$ cat src/rtl/e203_ifu_pkg.sv
// e203_ifu_pkg: shared state encoding and sizing helpers for the IFU prefetch buffer.
package e203_ifu_pkg;

    typedef enum logic [1:0] {ST_IDLE, ST_RUN, ST_HALT} state_t;

    // Returns at least 1 so that single-entry structures still get a usable pointer.
    function automatic int clog2(input int n);
        int r = 1;
        while ((1 << r) < n) r++;
        return r;
    endfunction

    function automatic int fb_bytes(input int data_w);
        return data_w / 8;
    endfunction

endpackage

$ cat src/rtl/e203_pfbuf_fifo.sv
// e203_pfbuf_fifo: synchronous FIFO with push/pop/clear and occupancy count.
module e203_pfbuf_fifo
    import e203_ifu_pkg::*;
#(
    parameter int W = 65,
    parameter int DEPTH = 4,
    localparam int CW = clog2(DEPTH + 1)
) (
    input  logic          clk,
    input  logic          rst,
    input  logic          clr,
    input  logic          push,
    input  logic          pop,
    input  logic [W-1:0]  wdata,
    output logic [W-1:0]  rdata,
    output logic [CW-1:0] cnt
);

    localparam int AW = clog2(DEPTH);

    logic [W-1:0]  mem [DEPTH];
    logic [AW-1:0] rp, wp;
    logic          full, empty, do_push, do_pop;

    assign empty   = cnt == '0;
    assign full    = cnt == CW'(DEPTH);
    assign do_pop  = pop && !empty;
    assign do_push = push && (!full || do_pop);
    assign rdata   = mem[rp];

    function automatic logic [AW-1:0] inc(input logic [AW-1:0] p);
        return (p == AW'(DEPTH - 1)) ? '0 : p + AW'(1);
    endfunction

    always_ff @(posedge clk) begin
        if (rst || clr) begin
            rp  <= '0;
            wp  <= '0;
            cnt <= '0;
        end else begin
            rp  <= do_pop ? inc(rp) : rp;
            wp  <= do_push ? inc(wp) : wp;
            cnt <= cnt + CW'(do_push) - CW'(do_pop);
        end
    end

    always_ff @(posedge clk) begin
        if (do_push && !clr) mem[wp] <= wdata;
    end

endmodule

$ cat src/rtl/e203_ifu_pfbuf.sv
// e203_ifu_pfbuf: sequential instruction prefetch buffer feeding the IFU from the ICB fetch port.
// Optional macro E203_PFBUF_BYPASS_EN forwards a response straight to out_* when the FIFO is empty.
module e203_ifu_pfbuf
    import e203_ifu_pkg::*;
#(
    parameter int PC_W   = 32,
    parameter int DATA_W = 32,
    parameter int DEPTH  = 4,
    parameter int OUTS   = 2
) (
    input  logic              clk,
    input  logic              rst,
    input  logic              redir_valid,
    input  logic [PC_W-1:0]   redir_pc,
    input  logic              halt_req,
    output logic              halt_ack,
    output logic              icb_cmd_valid,
    input  logic              icb_cmd_ready,
    output logic [PC_W-1:0]   icb_cmd_addr,
    input  logic              icb_rsp_valid,
    output logic              icb_rsp_ready,
    input  logic              icb_rsp_err,
    input  logic [DATA_W-1:0] icb_rsp_rdata,
    output logic              out_valid,
    input  logic              out_ready,
    output logic [PC_W-1:0]   out_pc,
    output logic [DATA_W-1:0] out_data,
    output logic              out_err,
    output logic              active
);

    localparam int FB = fb_bytes(DATA_W);
    localparam int EW = PC_W + DATA_W + 1;
    localparam int OW = clog2(OUTS + 1);
    localparam int CW = clog2(DEPTH + 1);

    typedef struct packed {
        logic [PC_W-1:0]   pc;
        logic [DATA_W-1:0] data;
        logic              err;
    } entry_t;

    state_t          state, state_nx;
    logic [PC_W-1:0] next_addr, tag;
    logic [OW-1:0]   outst, outst_nx, discard, live;
    logic [CW-1:0]   fifo_cnt;
    logic            err_stop, cmd_hs, rsp_hs, keep, push, pop, fifo_empty;
    entry_t          head, rsp_e;

    assign icb_rsp_ready = 1'b1;
    assign icb_cmd_addr  = next_addr;
    assign halt_ack      = state == ST_HALT;
    assign active        = state != ST_IDLE || outst != '0;
    assign fifo_empty    = fifo_cnt == '0;
    assign live          = outst - discard;
    assign cmd_hs        = icb_cmd_valid && icb_cmd_ready;
    // A response with nothing outstanding is a leftover from before reset.
    assign rsp_hs        = icb_rsp_valid && outst != '0;
    assign outst_nx      = outst + OW'(cmd_hs) - OW'(rsp_hs);
    assign keep          = rsp_hs && discard == '0 && !redir_valid;
    assign rsp_e         = '{pc: tag, data: icb_rsp_rdata, err: icb_rsp_err};
    assign icb_cmd_valid = state == ST_RUN && !halt_req && !err_stop && !redir_valid
                         && 32'(outst) < OUTS && 32'(fifo_cnt) + 32'(live) < DEPTH;

`ifdef E203_PFBUF_BYPASS_EN
    logic byp;
    assign byp       = fifo_empty && keep;
    assign push      = keep && !(byp && out_ready);
    assign out_valid = !fifo_empty || byp;
    assign {out_pc, out_data, out_err} = fifo_empty ? rsp_e : head;
`else
    assign push      = keep;
    assign out_valid = !fifo_empty;
    assign {out_pc, out_data, out_err} = head;
`endif

    assign pop = out_valid && out_ready && !redir_valid && !fifo_empty;

    always_comb begin
        state_nx = state;
        state_nx = (state == ST_IDLE) ? (redir_valid ? ST_RUN : ST_IDLE)
                 : (state == ST_RUN)  ? ((halt_req && outst == '0) ? ST_HALT : ST_RUN)
                 : (halt_req ? ST_HALT : ST_RUN);
    end

    always_ff @(posedge clk) begin
        if (rst) begin
            state     <= ST_IDLE;
            next_addr <= '0;
            discard   <= '0;
            err_stop  <= 1'b0;
        end else begin
            state     <= state_nx;
            next_addr <= redir_valid ? (redir_pc & ~PC_W'(FB - 1))
                       : cmd_hs ? next_addr + PC_W'(FB) : next_addr;
            discard   <= redir_valid ? outst_nx
                       : (rsp_hs && discard != '0) ? discard - OW'(1) : discard;
            err_stop  <= redir_valid ? 1'b0 : (keep && icb_rsp_err) ? 1'b1 : err_stop;
        end
    end

    e203_pfbuf_fifo #(.W(EW), .DEPTH(DEPTH)) u_data (
        .clk   (clk),
        .rst   (rst),
        .clr   (redir_valid),
        .push  (push),
        .pop   (pop),
        .wdata (rsp_e),
        .rdata (head),
        .cnt   (fifo_cnt)
    );

    // Tag queue occupancy doubles as the outstanding-read counter.
    e203_pfbuf_fifo #(.W(PC_W), .DEPTH(OUTS)) u_tag (
        .clk   (clk),
        .rst   (rst),
        .clr   (1'b0),
        .push  (cmd_hs),
        .pop   (rsp_hs),
        .wdata (next_addr),
        .rdata (tag),
        .cnt   (outst)
    );

endmodule
$ cat config.mk
export PLATFORM = sky130hd
export DESIGN_NAME = e203_ifu_pfbuf
export DESIGN_NICKNAME = d
export VERILOG_FILES = /design/src/rtl/e203_ifu_pkg.sv /design/src/rtl/e203_pfbuf_fifo.sv /design/src/rtl/e203_ifu_pfbuf.sv
export SDC_FILE = /design/constraint.sdc
export NUM_CORES = 1
export LEC_CHECK = 0
export ABC_AREA = 1
export ABC_CLOCK_PERIOD_IN_PS = 3950
export BUFFER_PORTS_ARGS = -buffer_cell sky130_fd_sc_hd__buf_2
export CAP_MARGIN = 20
export CORE_MARGIN = 2
export CORE_UTILIZATION = 44
export CTS_CLUSTER_SIZE = 14
export DETAILED_ROUTE_END_ITERATION = 7
export PLACE_DENSITY = 0.65
export SYNTH_ARGS = -nofsm -noshare
export SYNTH_HDL_FRONTEND = slang
export SYNTH_SLANG_ARGS = --single-unit
$ cat constraint.sdc
create_clock -name clk -period 3.95 [get_ports clk]
set_input_delay 0.395 -clock clk [delete_from_list [all_inputs] [get_ports clk]]
set_output_delay 0.395 -clock clk [all_outputs]
set_load 0.02 [all_outputs]
Word-level counts from Yosys, hierarchy flattened
Memory sizes are Yosys's and may differ from the RTL's. A register that Yosys moved wholly into a read port is not among the register bits.
Cells that the tools add are included.
W data, S select, Z words.
- output and inout bits: 102
- memories kept: 2
- logic and storage cells: 97
- bits in writable memories: 324
- register bits: 48
- memory list (memory ; depth ; bits a word ; rd ports ; clocked after memory_dff ; write ports ; line ; RTL):
    u_data.mem ; 4 ; 65 ; 1 ; 1 ; 1 ; e203_pfbuf_fifo.sv:21 ; logic [W-1:0] mem [DEPTH];
    u_tag.mem ; 2 ; 32 ; 1 ; 1 ; 1 ; e203_pfbuf_fifo.sv:21 ;
- equality and inequality tests: 6
- $lt $le $gt $ge: 2
- $add $sub $neg: 14
- muxes and demuxes: 21
- reductions and logical operators: 41
- operator list (cell ; number):
    $mux W32 ; 2
    $add A32 B3 Y32 const B ; 1
    $logic_and A1 B1 Y1 ; 20
    $mux W2 ; 10
    $reduce_bool A2 Y1 ; 5
    $mux W1 ; 9
    $eq A2 B2 Y1 const B ; 4
    $logic_not A1 Y1 ; 7
    $logic_not A2 Y1 ; 3
    $add A2 B1 Y2 ; 2
    $add A2 B1 Y2 const B ; 2
    $add A3 B2 Y4 ; 1
    $logic_or A1 B1 Y1 ; 4
    $lt A4 B3 Y1 const B ; 1
    $sub A2 B1 Y2 ; 2
    $add A3 B1 Y3 ; 1
    $eq A3 B3 Y1 const B ; 1
    $logic_not A3 Y1 ; 1
    $sub A3 B1 Y3 ; 1
    $add A1 B1 Y1 const B ; 2
    $eq A2 B1 Y1 const B ; 1
    $lt A2 B2 Y1 const B ; 1
    $reduce_or A2 Y1 ; 1
    $sub A2 B1 Y2 const B ; 1
    $sub A2 B2 Y2 ; 1

Depth between registers and ports, before layout
- depth after elaboration: 11
- mapped depth: 19

By module
Synthesis repeated with hierarchy kept, for this count alone.
- cell total of the unflattened synthesis: 1289
- area total of the unflattened synthesis: 15866.5 um^2
- modules (own cells, without submodules) (module ; area an instance (um^2) ; cells each ; sequential area each (um^2) ; times used):
    e203_pfbuf_fifo at u_data ; 10448.8 ; 698 ; 7987.7 ; 1
    e203_ifu_pfbuf ; 2715.1 ; 458 ; 700.7 ; 1
    e203_pfbuf_fifo at u_tag ; 2702.6 ; 133 ; 2021.9 ; 1

Worst setup path after synthesis
No wires, ideal clock.
- kind: input port to flip-flop
- from: input redir_valid
- to: memory u_data.mem[0][0], enable pin
- arrival time: 3.609 ns
- setup slack: -0.144 ns
- stages: 4
- library setup time: 0.485 ns
- buffers on the path: 1
- cell sequence: buf_2 nor3_1 nand2_1 nor2_1
- word-level cells in the longest chain between the ends: 9
- elaborated cells on any way between the ends: 10
- those cells by class: 2 x mux; 8 x reduce/logical
- ends and longest elaborated chain (what ; line ; RTL):
    start, declared ; e203_ifu_pfbuf.sv:13 ; input logic redir_valid,
    $logic_not A1 Y1 (*) ; e203_pfbuf_fifo.sv:48, e203_ifu_pfbuf.sv:60, e203_ifu_pfbuf.sv:77 ;
    $logic_and A1 B1 Y1 (2 in series) ; e203_ifu_pfbuf.sv:77 ; assign pop = out_valid && out_ready && !redir_valid && !fifo_empty;
    $logic_and A1 B1 Y1 ; e203_pfbuf_fifo.sv:27 ; assign do_pop = pop && !empty;
    $logic_or A1 B1 Y1 ; e203_pfbuf_fifo.sv:28 ; assign do_push = push && (!full || do_pop);
    $logic_and A1 B1 Y1 ; e203_pfbuf_fifo.sv:28 ;
    $logic_and A1 B1 Y1 (*) ; e203_pfbuf_fifo.sv:48 ; if (do_push && !clr) mem[wp] <= wdata;
    $mux W1 (*) ; e203_pfbuf_fifo.sv:48 ;
    $mux W1 (implied by the code) (*) ; e203_pfbuf_fifo.sv:48 ;
    end, declared ; e203_pfbuf_fifo.sv:21 ;
Every way passes the cells marked *; elsewhere a longest branch is shown, timed or not.

==> metrics.md <==
| Metric | Value |
|---|---|
| Cell Pwr Density | 481.4 nW/um^2 |
| Placer Congestion | 0.8186 |
| Synth Instances | 1230 |
| Yosys warns | 0 |
| CTS clk-pin slew, worst paths | 0.06 ns |
| Buf+Inv Stages, Crit Path | 2 |
| Status | finished, final reports clean |
| Grt total ovfl | 0 |
| Avg Cell Area, Syn | 11.93 sq um |
| Detailed-route wire length | 31.46 mm |
| Post-synthesis cell type count | 39 |
| Setup bufs post-CTS | 0 |
| Initial Utilization | 44.86% |
| DRT iter0 DRCs | 553 |
| Yosys top cell by area | edfxtp_1 |
| Port Buf Inserts | 166 |
| Cells along the critical path | buf_4 > o21ai_0 > o22ai_1 > buf_2 |
| Most frequent cells after synthesis | edfxtp_1, nor2_1, nand2_1 |
| Worst-case reg-to-reg path depth | 12 |
| Initial antenna violation count | 0 |
| Vias per cell | 5.124 |
| Num rows | 66 |
| Leak pwr | 0.006221 uW |
| Layout cells sized above 1 | 20.14% |
| Main synth FF type | edfxtp_1 |
| CP delay by family, top | buffers and inverters |
| CORE AREA | 32700 sq um |
| CTS tree | built |
| CTS H-tree depth | 2 |
| IO Count | 174 |
| Crit Path Max Fanout | 75 |
| Crit end category | output port |
| Max Clock Freq | 325.2 MHz |
| # clock sinks | 361 |
| DRC | 0 |
| Vias post-DR | 9540 |
| P_int | 6326 uW |
| Slew HR | 49.70% |
| Die ar. | 34820 sq um |
| Vias in the first global route | 9216 |
| GRT Util Overall | 17.67% |
| Post-synth EDFFs | 312 |
| Final min period | 3.075 ns |
| Hold Path Class | in2reg |
| CP arrival | 2.68 ns |
| Required @ worst endpoint | 3.56 ns |
| # setup viols final | 0 |
| Clock power frac | 38.1% |
| Hold path depth | 1 |
| Final Max Tran Viols | 0 |
| Final cycle utilization of the critical path | 77.84% |
| NetSw | 1907 uW |
| Worst Skew | 0.02150 ns |
| Hold-fix buffers, CTS | 0 |
| Post-cts sizing count | 0 |
| CP Class | reg2out |
| Seq cells post-synth | 361 |
| Async SR Flop Fraction | 0% |
| Total CTS buffers | 36 |
| Switch share | 23.16% |
| Max-cap violations | 0 |
| Worst hold margin | 0.08490 ns |
| Count leader, synth | edfxtp_1 |
| Area share of the largest cell type after synthesis | 63.86% |
| Placed Cells | 1796 |
| Power Total | 8233 uW |
| Clock Path Buffers | 3 |
| Sequential-to-total area share from yosys stat | 70.55% |
| Peak VDD IR | 282.6 uV |
| Comb power frac | 8.9% |
| Root buf cell | clkbuf_16 |
| Slew of the pin with the lowest slew margin | 0.7534 ns |
| Pin count of the biggest net entering global routing | 76 |
| Dpl hpwl | 18.81 mm |
| First-pass GRT wire length | 49.18 mm |
| CP Depth | 4 |
| Antenna diodes | 0 |
| DIE WIDTH | 186.6 um |
| Final Non-Filler Cells | 1862 |
| Syn Std Cell Area | 14670 sq um |
| ANT nets after route | 0 |
| Slowest CP cell | buf_4 |
| Sequential Power Share | 53.0% |
| P&R area growth vs syn | 16.57% |
| RSZ-0062 raised after global routing | no |
| Final hold viol count | 0 |
| Skew-Pair Late Insertion Delay | 0.52 ns |
| Slowest stage delay, CP | 0.70 ns |
| Drt wl/cell | 16.89 um |
| Synth top area cells | edfxtp_1, dfxtp_1, nor2_1 |
| Die height | 186.6 um |
| Startpoint types | flip-flop |
| Nets | 1480 |
| Initial DRT Pass Iterations | 5 |
-- layout make-up --
cell class	count	area [sq um]
fill	2887	15600
sequential	361	10350
multi-input combinational	732	3792
timing repair buffer	182	1013
clock buffer	47	993.5
tap	442	553.0
inverter	79	299.0
clock inverter	19	95.09
-- logic make-up after synthesis --
kind of cell	count (synthesis)	synth area share (%)
adder cells (fa/ha/maj)	16	1.416
other	2	0.05119
flip-flops	361	70.55
AND/OR/NAND/NOR	415	11.52
XOR/XNOR	15	0.8955
multiplexers	30	2.303
buffers and inverters	140	3.915
AO/OA/AOI/OAI	251	9.348
-- registers in the layout, summed over array words and instances, names as in the netlist, named ones only --
name / flops
u_data.cnt: 3
u_data.mem: 252
u_data.wp: 2
icb_cmd_addr: 30
u_tag.cnt: 2
err_stop: 1
discard: 2
u_tag.wp: 1
u_tag.rp: 1
u_data.rp: 2
state: 2
u_tag.mem: 60
-- cells in the final DEF (no fill, tap or decap), types with 5 or more instances in the layout --
cell type  synthesis  layout
edfxtp_1         312     312
nor2_1           203     197
buf_2             11     166
nand2_1          144     144
o21ai_0          141     141
inv_1             67      66
o22ai_1           63      63
nand3_1           50      50
dfxtp_1           49      47
clkbuf_16          0      37
mux2_2            30      30
a21oi_1           27      27
clkinv_1           8      18
ha_1              15      15
buf_4              5      11
xor2_1            10      10
nor2_4             3       7
a31oi_1            7       7
clkbuf_1          41       7
clkinv_2           1       6
nor2_2             4       6
xnor2_1            5       5
conb_1             2       5
buf_12             0       5
-- stage by stage --
step                setup TNS [ns]  utilization (%)  cell area, sq um  setup WS, ns
CTS                              0            52.30             17100        0.7991
global placement                 0            48.97             16010         1.181
finish                           0            52.30             17100        0.8754
detailed placement               0            48.97             16010         1.193
floorplan                   -36.25                -             14680       -0.1438
global route                     0            52.30             17100        0.6797
-- power by group through the flow --
stage	combinational, uW	sequential [uW]	clock [uW]
floorplan	463	4440	0
global placement	721	4440	0
detailed placement	738	4440	0
CTS	744	4360	3220
global route	812	4370	3370
finish	733	4360	3140
-- path summary, 6_finish.rpt --
check                      end  slack (ns)         startpoint
min reg2reg           u_tag.rp        0.47           u_tag.rp
max reg2reg   u_tag.mem[1][13]        1.20       u_tag.cnt[0]
max                 out_pc[18]        0.88          flip-flop
min          u_data.mem[1][27]        0.08  icb_rsp_rdata[26]
-- routing by layer --
layer / GRT usage, % / vias up / share of wire, %
li1: - / 4675 / -
met1: 24.76 / 4527 / 46
met2: 28.66 / 298 / 46
met3: 2.972 / 40 / 6.6
met4: 4.915 / 0 / 1.9
met5: 0 / - / 0
Power figures use the tool's default switching activity.
